`src/rtl/dac_pkg.sv`:
```
// dac_pkg: shared state encoding, default sizes and counter-width helper for the DAC serial driver
package dac_pkg;

    localparam int DEF_DATA_W = 16;
    localparam int DEF_NUM_CH = 2;

    typedef enum logic [1:0] {S_GAP, S_IDLE, S_SHIFT} state_t;

    // Bits needed to hold the values 0..n-1, never less than one bit
    function automatic int clog2(input int n);
        int r = 1;
        while ((1 << r) < n) r++;
        return r;
    endfunction

endpackage

```
`src/rtl/dac_sclk_gen.sv`:
```
// dac_sclk_gen: divided serial clock with per-bit start/end strobes
module dac_sclk_gen
    import dac_pkg::*;
#(
    parameter int CLK_DIV = 2
) (
    input  logic clk,
    input  logic reset,
    input  logic en,
    input  logic clr,
    output logic sclk,
    output logic bit_start,
    output logic bit_end
);

    localparam int DW = clog2(CLK_DIV);

    logic [DW-1:0] div_cnt;
    logic          half;
    logic          last;

    assign last      = div_cnt == DW'(CLK_DIV - 1);
    assign bit_start = en && !half && div_cnt == '0;
    assign bit_end   = en && half && last;

    // High half then low half of each bit; parked high with counters cleared when not shifting
    always_ff @(posedge clk or posedge reset)
        if (reset) begin
            div_cnt <= '0;
            half    <= 1'b0;
            sclk    <= 1'b1;
        end else if (clr || !en) begin
            div_cnt <= '0;
            half    <= 1'b0;
            sclk    <= 1'b1;
        end else begin
            div_cnt <= last ? '0 : div_cnt + 1'b1;
            half    <= half ^ last;
            sclk    <= !(half ^ last);
        end

endmodule

```
`src/rtl/dac_spi_tx.sv`:
```
// dac_spi_tx: multi-channel serial DAC driver with valid/ready load and shared SCLK/SYNC
module dac_spi_tx
    import dac_pkg::*;
#(
    parameter int DATA_W     = DEF_DATA_W,
    parameter int NUM_CH     = DEF_NUM_CH,
    parameter int CLK_DIV    = 2,
    parameter int GAP_CYCLES = 2,
    parameter bit MSB_FIRST  = 1'b1
) (
    input  logic                     clk,
    input  logic                     reset,
    input  logic [NUM_CH*DATA_W-1:0] load_data,
    input  logic                     load_valid,
    output logic                     load_ready,
    output logic                     sclk,
    output logic [NUM_CH-1:0]        dout,
    output logic                     sync,
    output logic                     busy,
    output logic                     done
);

    localparam int BCW = clog2(DATA_W + 1);
    localparam int GCW = clog2(GAP_CYCLES);

    state_t         state;
    logic [BCW-1:0] bit_cnt;
    logic [GCW-1:0] gap_cnt;
    logic           bit_start;
    logic           bit_end;
    logic           shifting;
    logic           accept;
    logic           finish;

    assign shifting = state == S_SHIFT;
    assign accept   = load_valid && load_ready;
    assign finish   = bit_end && bit_cnt == BCW'(DATA_W);

    dac_sclk_gen #(
        .CLK_DIV(CLK_DIV)
    ) u_sclk (
        .clk      (clk),
        .reset    (reset),
        .en       (shifting),
        .clr      (accept),
        .sclk     (sclk),
        .bit_start(bit_start),
        .bit_end  (bit_end)
    );

    // Frame sequencing: hold-off gap, wait for a word, shift until every bit has completed
    always_ff @(posedge clk or posedge reset)
        if (reset) begin
            state      <= S_GAP;
            gap_cnt    <= GCW'(GAP_CYCLES - 1);
            bit_cnt    <= '0;
            load_ready <= 1'b0;
            sync       <= 1'b1;
            busy       <= 1'b0;
            done       <= 1'b0;
        end else begin
            done <= 1'b0;
            case (state)
                S_GAP:
                    if (gap_cnt == '0) begin
                        state      <= S_IDLE;
                        load_ready <= 1'b1;
                    end else begin
                        gap_cnt <= gap_cnt - 1'b1;
                    end
                S_IDLE:
                    if (accept) begin
                        state      <= S_SHIFT;
                        load_ready <= 1'b0;
                        sync       <= 1'b0;
                        busy       <= 1'b1;
                        bit_cnt    <= '0;
                    end
                S_SHIFT: begin
                    if (bit_start) bit_cnt <= bit_cnt + 1'b1;
                    if (finish) begin
                        state   <= S_GAP;
                        gap_cnt <= GCW'(GAP_CYCLES - 1);
                        sync    <= 1'b1;
                        busy    <= 1'b0;
                        done    <= 1'b1;
                    end
                end
                default: begin
                    state      <= S_GAP;
                    gap_cnt    <= GCW'(GAP_CYCLES - 1);
                    load_ready <= 1'b0;
                    sync       <= 1'b1;
                    busy       <= 1'b0;
                end
            endcase
        end

    for (genvar k = 0; k < NUM_CH; k++) begin : g_ch
        logic [DATA_W-1:0] d;
        logic [DATA_W-1:0] sh;
        logic              q;

        assign d       = load_data[k*DATA_W +: DATA_W];
        assign dout[k] = q;

        // First bit goes out with the accept; later bits change only at a bit boundary (sclk rising)
        always_ff @(posedge clk or posedge reset)
            if (reset) begin
                sh <= '0;
                q  <= 1'b0;
            end else if (accept) begin
                q  <= MSB_FIRST ? d[DATA_W-1] : d[0];
                sh <= MSB_FIRST ? d << 1 : d >> 1;
            end else if (finish) begin
                q <= 1'b0;
            end else if (bit_end) begin
                q  <= MSB_FIRST ? sh[DATA_W-1] : sh[0];
                sh <= MSB_FIRST ? sh << 1 : sh >> 1;
            end
    end

endmodule

```
`config.mk`:
```
export PLATFORM = sky130hd
export DESIGN_NAME = dac_spi_tx
export DESIGN_NICKNAME = d
export VERILOG_FILES = /design/src/rtl/dac_pkg.sv /design/src/rtl/dac_sclk_gen.sv /design/src/rtl/dac_spi_tx.sv
export SDC_FILE = /design/constraint.sdc
export NUM_CORES = 1
export LEC_CHECK = 0
export CORE_AREA = 2 2 72 74
export CTS_BUF_LIST = sky130_fd_sc_hd__clkbuf_4 sky130_fd_sc_hd__clkbuf_8
export CTS_CLUSTER_DIAMETER = 100
export DETAILED_ROUTE_END_ITERATION = 16
export DIE_AREA = 0 0 74 76
export PLACE_DENSITY_LB_ADDON = 0.2
export SYNTH_ARGS = -nofsm -noshare
export SYNTH_HDL_FRONTEND = slang
export SYNTH_SLANG_ARGS = --single-unit
export TNS_END_PERCENT = 50
```
`constraint.sdc`:
```
create_clock -name clk -period 1.5 [get_ports clk]
set_clock_uncertainty 0.05 [all_clocks]
set_input_delay 0.15 -clock clk [delete_from_list [all_inputs] [get_ports clk]]
set_output_delay 0.15 -clock clk [all_outputs]
set_load 0.005 [all_outputs]
```
==> results of run 1 <==
## final cells by class
type / count / area [µm²]
clock buffers: 7 / 83.8
clock inverters: 1 / 30.0
fillers: 420 / 1730
inverters: 9 / 33.8
multi-input cells: 176 / 1040
flip-flops and latches: 47 / 1180
well taps: 70 / 87.6
repair buffers: 69 / 729
## critical path, stage by stage (launching register included)
cell and delay [ps]:
dfrtp_1 400, buf_6 130, or4b_4 550, buf_4 180, o21ai_1 170, a21oi_2 70
## placed cells by master, fill, tap and decap left out, drive strengths merged
cell and instances:
o211ai 28, nor3 1, o2bb2ai 2, inv 9
a21oi 12, and2 1, nor4 1, clkbuf 8
mux2i 2, nand2 65, or4b 1, or3 2
nand4 28, o21ai 8, o22ai 1, xor2 1
and3 1, bufinv 1, nand4bb 1, nor2 5
a31oi 1, buf 27, ha 2, nand4b 2
dfstp 3, clkdlybuf4s50 39, and4b 1, dlygate4sd2 2
nor2b 2, dfrtp 44, nor4bb 1, nand3 7
## stage by stage
| stage | instances | total power [W] | hold slack, ps | utilization [%] | cell area [µm²] |
|---|---|---|---|---|---|
| after detailed placement | 361 | 0.00381 | 416 | 58.9 | 2890 |
| final | 379 | 0.00488 | 88.5 | 64.8 | 3180 |
| after CTS | 374 | 0.00481 | 88.4 | 63.2 | 3100 |
| after global routing | 379 | 0.00524 | 107 | 64.8 | 3180 |
| after global placement | 361 | 0.00375 | 409 | 58.9 | 2890 |
| after floorplan | 256 | 0.00318 | 217 | - | 2300 |
## power by group through the flow
| stage | clock network [W] | logic, W | registers, W |
|---|---|---|---|
| finish | 0.000960 | 0.00177 | 0.00215 |
| global route | 0.00102 | 0.00200 | 0.00222 |
| CTS | 0.000974 | 0.00171 | 0.00213 |
| detailed placement | 0 | 0.00166 | 0.00215 |
| global placement | 0 | 0.00161 | 0.00214 |
| floorplan | 0 | 0.00108 | 0.00210 |
## registers in the layout (all words and copies together) (netlist names)
register        flops
g_ch.sh            30
bit_cnt             5
g_ch.q              2
state               2
busy                1
done                1
gap_cnt             1
load_ready          1
sync                1
u_sclk.div_cnt      1
u_sclk.half         1
u_sclk.sclk         1
## logic make-up after synthesis
| family | after synthesis |
|---|---|
| xor+xnor | 1 |
| buf+inv | 34 |
| simple gates | 118 |
| flops | 47 |
| compound gates | 52 |
| fa+ha+maj | 2 |
| mux | 2 |
## what timing repair did
item / in CTS / in global routing
endpoints found under the setup margin: 40 / 41
buffers inserted: 4 / 4
cloned: 1 / 1
resized for setup: 15 / 9
pin swaps: 14 / 10
## routing by layer
layer / vias up / GRT usage (%) / wire [µm] / part of all wire (%)
met1: 997 / 31.0 / 2620 / 46
li1: 1017 / - / - / -
met2: 58 / 29.9 / 2690 / 48
met3: 8 / 3.97 / 250 / 4.4
met4: 0 / 6.73 / 86 / 1.5
met5: - / 0 / 0 / 0
## how the worst min path moves through the flow
| stage | end | start | slack, ps |
|---|---|---|---|
| after global placement | bit_cnt[2]$_DFFE_PP0P_ | reset | 410 |
| after detailed placement | bit_cnt[2]$_DFFE_PP0P_ | reset | 420 |
| after floorplan | g_ch[0].sh[1]$_DFFE_PP0P_ | load_data[0] | 220 |
| after CTS | g_ch[1].q$_DFFE_PP0P_ | reset | 90 |
| after global routing | g_ch[1].q$_DFFE_PP0P_ | reset | 110 |
| final | g_ch[1].q$_DFFE_PP0P_ | reset | 90 |
==> flow_metrics.py, run 1 <==
metrics = {
    "pwr": {
        "power_density_mw_per_mm2": 1530,
        "p_seq_share_pct": 44.0,
        "p_int_w": 0.00327,
        "leakagePower_nw": 1.30,
        "p_switching_w": 0.00162,
        "p_clk_share_pct": 19.7,
        "ir_drop_uv": 763,
        "p_sw_share_pct": 33.1,
        "power_frac_comb_pct": 36.3,
    },
    "clock_network": {
        "h-tree-depth": 2,
        "cts_root_buf": "clkbuf_8",
        "cts_tree": "done",
        "cts_hold_buf": 0,
        "worstSkewPairLatency_ps": 300,
        "ctsLongestPathBuffers": 2,
        "cts.clk_slew.worst_paths_ps": 90,
        "cts_sinks": 47,
        "cts_buffers": 5,
    },
    "finish": {
        "synthToLayoutAreaGrowth_pct": 38.8,
        "antenna_cells": 0,
        "drive_gt1_share_pct": 16.8,
        "final_nets": 345,
    },
    "timing": {
        "rsz0062_at_grt": "yes",
        "hold_violations": 0,
        "min_period_ps": 1660,
        "fin_ws_ps": -161,
        "slew_violations": 0,
        "tightest_slew_ps": 376,
        "setup_tns_ps": -656,
        "timing.final.crit_share_pct": 111,
        "max_slew_margin_pct": 74.9,
        "setup_violations": 9,
        "max_freq_mhz": 602,
    },
    "die": {
        "die_h_um": 76,
        "die_area_mm2": 0.00562,
        "ioPinCount": 42,
        "die_x_um": 74,
        "coreArea_mm2": 0.00491,
        "start_util_pct": 46.7,
        "rows": 26,
    },
    "logic_synthesis": {
        "netlist_area_mm2": 0.00229,
        "ys_seq_elements": 47,
        "synth_top_cells_by_count": "nand2_1 (65), dfrtp_1 (44), nand4_1 (28), o211ai_1 (28), clkbuf_1 (20)",
        "synth.most_common_cell": "nand2_1",
        "synthArstFlopShare_pct": 100,
        "synth_cells": 256,
        "yosysTopAreaCellShare_pct": 48.0,
        "seq_area_frac_synth_pct": 51.5,
        "yosys.area_share.simple_pct": 25.2,
        "synth_top_family_by_area": "simple AND/OR/NAND/NOR gates",
        "synthXorXnorAreaFrac_pct": 0.382,
        "synth-compound-area-share_pct": 14.8,
        "synth.avg_cell_area_um2": 8.95,
        "synth_edf_count": 0,
        "syn_nets": 293,
        "ys_warn_count": 0,
        "synth.distinct_cells": 30,
        "synthAdderAreaFrac_pct": 1.09,
        "synth_ff_type": "dfrtp_1",
        "synth_top_cell_by_area": "dfrtp_1",
        "synthTopCellsByArea": "dfrtp_1 (48%), nand2_1 (11%), o211ai_1 (9.2%)",
        "synthMuxAreaShare_pct": 0.873,
    },
    "critical_path": {
        "cp_max_fo": 5,
        "path_class": "flop to flop",
        "startpoint": "state[0]$_DFFE_PP0P_",
        "ff2ff_path_depth": 5,
        "endpoint_kind": "flop",
        "critPathCapture": "bit_cnt[3]$_DFFE_PP0P_",
        "crit_path_start_kind": "flop",
        "arrival_ps": 1800,
        "rr_endpoint": "bit_cnt[3]$_DFFE_PP0P_",
        "ff2ff_setup_slack_ps": -160,
        "cp.required_ps": 1640,
        "timing.rr.start": "state[0]$_DFFE_PP0P_",
    },
    "routing": {
        "drt_iter0_drc": 154,
        "drt_wl_total_mm": 5.65,
        "wl_per_cell_um": 14.9,
        "ant_nets": 0,
        "num_vias": 2080,
        "drc": 0,
        "drtPass1Iterations": 4,
        "viasPerCell": 5.49,
    },
    "outcome": {
        "outcome": "complete, but fails checks",
        "violations": "negative setup slack",
    },
    "run": {
        "max_cap_viol_count": 0,
    },
    "global_routing": {
        "grt_max_degree": 39,
        "grt_use_total_pct": 20.6,
        "gr-total-overflow": 0,
        "antenna_found_initial": 0,
        "grt_first_pass_wirelength_mm": 9.05,
        "grt_pass1_vias": 1954,
    },
    "placed_design": {
        "place_congestion": 0.755,
        "hpwlAfterDp_mm": 3.39,
        "port_buffers": 41,
        "place_ws_ps": -743,
    },
    "hold_path": {
        "hold_path_class": "primary input to asynchronous set/reset pin",
    },
}
No activity file was read; power rests on OpenSTA's default activity.
==> run 2: changes to the inputs <==
Settings changed: CORE_AREA 2 2 72 74 to 2 2 73 75, CTS_BUF_LIST sky130_fd_sc_hd__clkbuf_4 sky130_fd_sc_hd__clkbuf_8 to sky130_fd_sc_hd__clkbuf_8 sky130_fd_sc_hd__clkbuf_16, DIE_AREA 0 0 74 76 to 0 0 75 77.
==> run 2 against run 1 <==
Against the previous run:
- the flow still finishes with violations (negative setup slack)
- critical path depth down 1
- sequential cell count unchanged
- sequential power about the same
- cell count up 1.3%
- combinational power up 5%
- global-route usage up 0.81 points
- die area up 2.7%
- fmax up 0.82%
- clock power down 6.8%
- largest power group unchanged
==> flow_metrics.py, run 2 (same netlist as run 1, synthesis figures left out) <==
metrics = {
    "finish": {
        "n_fill_cell": 408,
        "regArea_mm2": 0.00118,
        "top_regs": "g_ch.sh x30, bit_cnt x5",
        "antenna_cells": 0,
        "drive_gt1_share_pct": 19.4,
        "fin_cells": 384,
        "multi_input_area_mm2": 0.00106,
        "largest_register_ffs": 30,
        "synthToLayoutAreaGrowth_pct": 43.6,
        "layout_commonest_cell": "nand2_1",
        "final_nets": 351,
        "regMostFlops": "g_ch.sh",
        "layout_common_cells": "nand2_1 (64), dfrtp_1 (44), clkdlybuf4s50_1 (39), nand4_1 (28), o211ai_1 (28)",
    },
    "placed_design": {
        "port_buffers": 41,
        "place_ws_ps": -740,
        "dp.cells": 365,
        "hpwlAfterDp_mm": 3.39,
        "place_congestion": 0.791,
    },
    "critical_path": {
        "cp.required_ps": 1680,
        "cp_max_fo": 8,
        "path_class": "flop to flop",
        "ff2ff_path_depth": 4,
        "arrival_ps": 1820,
        "endpoint_kind": "flop",
        "crit_path_start_kind": "flop",
    },
    "global_routing": {
        "grt_first_pass_wirelength_mm": 9.69,
        "grt_pass1_vias": 2075,
        "gr-total-overflow": 0,
        "grt_max_degree": 48,
        "antenna_found_initial": 0,
        "grt_use_total_pct": 21.4,
    },
    "pwr": {
        "power_frac_comb_pct": 37.7,
        "p_switching_w": 0.00165,
        "p_seq_share_pct": 44.1,
        "power_density_mw_per_mm2": 1490,
        "ir_drop_uv": 808,
        "leakagePower_nw": 1.35,
        "p_sw_share_pct": 33.5,
        "p_int_w": 0.00327,
        "p_clk_share_pct": 18.2,
    },
    "die": {
        "ioPinCount": 42,
        "start_util_pct": 46.1,
        "rows": 26,
        "die_x_um": 75,
        "coreArea_mm2": 0.00498,
        "die_h_um": 77,
        "die_area_mm2": 0.00578,
    },
    "clock_network": {
        "cts.clk_slew.worst_paths_ps": 90,
        "cts_buffers": 5,
        "h-tree-depth": 2,
        "cts_root_buf": "clkbuf_8",
        "cts_sinks": 47,
        "worstSkewPairLatency_ps": 290,
        "cts_tree": "done",
        "ctsLongestPathBuffers": 2,
    },
    "run": {
        "max_cap_viol_count": 0,
    },
    "routing": {
        "drtPass1Iterations": 4,
        "wl_per_cell_um": 14.8,
        "num_vias": 2102,
        "drt_wl_total_mm": 5.70,
        "ant_nets": 0,
        "drc": 0,
        "drt_iter0_drc": 116,
        "viasPerCell": 5.47,
    },
    "timing": {
        "min_period_ps": 1650,
        "max_slew_margin_pct": 78.2,
        "setup_violations": 33,
        "fin_ws_ps": -147,
        "rsz0062_at_grt": "yes",
        "hold_violations": 0,
        "max_freq_mhz": 607,
        "timing.final.crit_share_pct": 110,
        "slew_violations": 0,
        "tightest_slew_ps": 325,
    },
    "outcome": {
        "outcome": "complete, but fails checks",
        "violations": "negative setup slack",
    },
    "hold_path": {
        "hold_path_class": "primary input to asynchronous set/reset pin",
    },
}
run 2: final timing paths:
kind / from / endpoint / slack, ps
setup / recovery: state[1]$_DFFE_PP0P_ / bit_cnt[3]$_DFFE_PP0P_ / -150
hold / removal: reset / bit_cnt[3]$_DFFE_PP0P_ / 160
setup reg to reg: state[1]$_DFFE_PP0P_ / bit_cnt[3]$_DFFE_PP0P_ / -150
hold reg to reg: sync$_DFFE_PP1P_ / sync$_DFFE_PP1P_ / 430
max in group asynchronous: reset / u_sclk.sclk$_DFF_PP1_ / 960
min in group clk: load_data[16] / g_ch[1].sh[1]$_DFFE_PP0P_ / 350
run 2: power by group through the flow:
stage | registers, W | clock network (W) | logic [W]
after floorplan | 0.00210 | 0 | 0.00108
after global placement | 0.00215 | 0 | 0.00166
after detailed placement | 0.00216 | 0 | 0.00170
after CTS | 0.00215 | 0.000909 | 0.00178
after global routing | 0.00223 | 0.000958 | 0.00206
final | 0.00217 | 0.000895 | 0.00185
run 2: timing repair:
action	CTS	global route
hold buffers	0	0
buffers inserted	9	4
gates cloned	3	0
resized for setup	24	12
pin swaps	32	19
endpoints found under the setup margin	42	41
run 2: final cells by class:
class	instances	share of cell area, %
Clock buffer	5	2.09
Tap cell	70	2.66
Clock inverter	2	1.03
Multi-Input combinational cell	176	32.2
Inverter	9	1.03
Timing Repair Buffer	75	25.2
Sequential cell	47	35.9
run 2: worst max-delay path, stage by stage, from the launching register on:
cell,delay (ps)
dfrtp_1,390
buf_6,140
or4b_4,510
or3_4,350
a21oi_2,130
run 2: metal layers:
layer | global-route usage [%] | part of all wire [%] | vias up
li1 | - | - | 1027
met1 | 29.9 | 44 | 1022
met2 | 33.9 | 50 | 46
met3 | 4.07 | 4.3 | 7
met4 | 5.54 | 1.0 | 0
met5 | 0 | 0 | -
run 2: stage by stage:
step / hold WS (ps) / power (W) / util [%] / instance area [µm²] / TNS [ps]
2_1_floorplan: 217 / 0.00318 / - / 2300 / -758
3_3_place_gp: 406 / 0.00380 / 58.7 / 2920 / -21280
3_5_place_dp: 411 / 0.00386 / 58.7 / 2920 / -22230
4_1_cts: 175 / 0.00484 / 65.1 / 3240 / -924
5_1_grt: 175 / 0.00525 / 66.1 / 3290 / -3000
6_report: 155 / 0.00492 / 66.1 / 3290 / -1110
==> run 3: changes to the inputs <==
Settings changed: GPL_ROUTABILITY_DRIVEN set to 0, SLEW_MARGIN set to 0, SYNTH_HIERARCHICAL set to 1.
==> run 3 against run 2 <==
Against the previous run:
- the flow now finishes without violations
- synthesized cell count fell by 1.2%
- highest routed layer unchanged
- sequential share of layout area rose by 2.3 points
- largest power group unchanged
- sequential cell count did not move
==> flow_metrics.py, run 3 <==
metrics = {
    "outcome": {
        "outcome": "finished clean",
    },
    "die": {
        "ioPinCount": 42,
        "die_area_mm2": 0.00578,
        "coreArea_mm2": 0.00498,
        "die_h_um": 77,
        "die_x_um": 75,
        "rows": 26,
        "start_util_pct": 46.2,
    },
    "pwr": {
        "p_int_w": 0.00308,
        "p_sw_share_pct": 33.7,
        "p_clk_share_pct": 18.2,
        "ir_drop_uv": 757,
        "p_seq_share_pct": 46.4,
        "p_switching_w": 0.00156,
        "power_density_mw_per_mm2": 1500,
        "leakagePower_nw": 1.29,
        "power_frac_comb_pct": 35.4,
    },
    "timing": {
        "min_period_ps": 1490,
        "setup_violations": 0,
        "tightest_slew_ps": 367,
        "slew_violations": 0,
        "max_freq_mhz": 670,
        "setup_tns_ps": 0,
        "hold_violations": 0,
        "timing.final.crit_share_pct": 99.4,
        "rsz0062_at_grt": "yes",
        "max_slew_margin_pct": 75.5,
    },
    "clock_network": {
        "cts_root_buf": "clkbuf_8",
        "worstSkewPairLatency_ps": 300,
        "cts_tree": "done",
        "cts_buffers": 5,
        "h-tree-depth": 2,
        "cts_sinks": 47,
        "cts.clk_slew.worst_paths_ps": 90,
        "ctsLongestPathBuffers": 2,
    },
    "hold_path": {
        "hp-start": "load_data[31]",
        "worstHoldPathCells": 3,
        "hold_end": "g_ch[1].q$_DFFE_PP0P_",
        "hold_path_class": "primary input to flop",
    },
    "finish": {
        "top_regs": "g_ch.sh x30, bit_cnt x5",
        "final_util_pct": 62.3,
        "regMostFlops": "g_ch.sh",
        "antenna_cells": 0,
        "layout_common_cells": "dfrtp_1 (43), clkdlybuf4s50_1 (39), nor2_1 (30), a21oi_1 (30), a31oi_1 (28)",
        "synthToLayoutAreaGrowth_pct": 34.9,
        "fin_cells": 371,
        "layout_commonest_cell": "dfrtp_1",
        "final_nets": 337,
        "largest_register_ffs": 30,
        "drive_gt1_share_pct": 16.6,
    },
    "logic_synthesis": {
        "netlist_area_mm2": 0.00230,
        "ys_warn_count": 6,
        "seq_area_frac_synth_pct": 51.4,
        "synth_ff_type": "dfrtp_1",
        "synth_top_cell_by_area": "dfrtp_1",
        "synth_edf_count": 0,
        "syn_nets": 290,
        "synth_cells": 253,
        "synth_top_cells_by_count": "dfrtp_1 (44), a21oi_1 (33), nor2_1 (32), a31oi_1 (28), o21ai_0 (26)",
        "synthTopCellsByArea": "dfrtp_1 (48%), a31oi_1 (7.6%), a21oi_1 (7.2%)",
        "yosysTopAreaCellShare_pct": 47.9,
        "synthArstFlopShare_pct": 100,
        "synth.avg_cell_area_um2": 9.08,
        "ys_seq_elements": 47,
        "synth.distinct_cells": 36,
        "synth.most_common_cell": "dfrtp_1",
    },
    "routing": {
        "drt_iter0_drc": 130,
        "drc": 0,
        "ant_nets": 0,
        "drt_wl_total_mm": 5.41,
        "viasPerCell": 5.47,
        "num_vias": 2030,
        "drtPass1Iterations": 4,
        "wl_per_cell_um": 14.6,
    },
    "critical_path": {
        "worst-path-buf-inv": 2,
        "endpoint_kind": "flop",
        "rr_endpoint": "g_ch[1].sh[11]$_DFFE_PP0P_",
        "path_class": "flop to flop",
        "ff2ff_setup_slack_ps": 8,
        "cp_max_fo": 8,
        "cp_cell_sequence": "inv_1, ha_2, and4bb_4, clkbuf_16, o21ai_1, a21oi_1",
        "timing.rr.start": "bit_cnt[0]$_DFFE_PP0P_",
        "crit_path_start_kind": "flop",
        "critical-path-max-stage-delay_ps": 390,
        "ff2ff_path_depth": 6,
        "critPathTopFamily": "flip-flops",
        "arrival_ps": 1670,
        "cp.required_ps": 1670,
        "slowest_stage": "dfrtp_1",
    },
    "global_routing": {
        "grt_use_total_pct": 19.5,
        "grt_first_pass_wirelength_mm": 8.78,
        "grt_max_degree": 45,
        "antenna_found_initial": 0,
        "gr-total-overflow": 0,
        "grt_pass1_vias": 1808,
    },
    "run": {
        "max_cap_viol_count": 0,
    },
    "placed_design": {
        "port_buffers": 41,
        "dp.cells": 355,
        "hpwlAfterDp_mm": 3.21,
    },
}
## run 3: worst register-to-register path, cell delays in order, from the launching register on
cell	delay, ps
dfrtp_1	390
inv_1	60
ha_2	170
and4bb_4	350
clkbuf_16	190
o21ai_1	60
a21oi_1	150
## run 3: stage by stage
| step | setup WS [ps] | hold WS (ps) | area, µm² | power (W) |
|---|---|---|---|---|
| 5_1_grt | -80.2 | 350 | 3100 | 0.00501 |
| 3_5_place_dp | -103 | 307 | 2850 | 0.00369 |
| 6_report | 8.38 | 341 | 3100 | 0.00464 |
| 3_3_place_gp | -41.0 | 311 | 2850 | 0.00363 |
| 2_1_floorplan | -8.39 | -147 | 2370 | 0.00315 |
| 4_1_cts | 11.2 | 352 | 2960 | 0.00453 |
## run 3: kinds of logic after synthesis
logic type | Yosys count | synth area share, %
muxes | 1 | 0.436
DFF | 47 | 51.4
and+or+nand+nor | 64 | 13.5
AOI/OAI and AO/OA | 104 | 25.1
adders and majority gates | 2 | 1.09
buffers and inverters | 33 | 7.79
xor gates and xnor gates | 2 | 0.763
## run 3: routing by layer
metal	GRT usage, %	part of all wire, %
met5	0	0
met4	5.00	0.67
met3	6.04	6.6
met2	27.7	47
met1	28.9	46
## run 3: how the worst max path moves through the flow
stage	startpoint	endpoint	slack, ps	cells after the start
after CTS	state[0]$_DFFE_PP0P_	g_ch[0].q$_DFFE_PP0P_	10	6
after global routing	state[0]$_DFFE_PP0P_	bit_cnt[2]$_DFFE_PP0P_	-80	6
after floorplan	state[1]$_DFFE_PP0P_	g_ch[0].sh[2]$_DFFE_PP0P_	-8	8
final	bit_cnt[0]$_DFFE_PP0P_	g_ch[1].sh[11]$_DFFE_PP0P_	8	6
after detailed placement	state[1]$_DFFE_PP0P_	g_ch[1].sh[9]$_DFFE_PP0P_	-100	5
after global placement	state[1]$_DFFE_PP0P_	g_ch[0].sh[8]$_DFFE_PP0P_	-40	5
## run 3: area by class of cell
class                           count  area [µm²]
Tap cell                           70        87.6
Inverter                           10        40.0
Sequential cell                    47        1180
Multi-Input combinational cell    173         997
Fill cell                         432        1880
Clock inverter                      1        3.75
Timing Repair Buffer               63         693
Clock buffer                        7        96.3
## run 3: repair_timing
action / in CTS / in global routing
gates resized for setup: 5 / 21
gates cloned: 0 / 2
endpoints found under the hold margin: 2 / 0
hold buffers: 1 / 0
endpoints found under the setup margin: 37 / 37
pin swaps: 0 / 11
setup buffers: 0 / 5
## run 3: power by group through the flow
stage          logic (W)  clock network, W  registers, W
2_1_floorplan    0.00107                 0       0.00208
3_3_place_gp     0.00151                 0       0.00212
3_5_place_dp     0.00155                 0       0.00214
4_1_cts          0.00155          0.000855       0.00212
5_1_grt          0.00186          0.000922       0.00223
6_report         0.00164          0.000846       0.00215
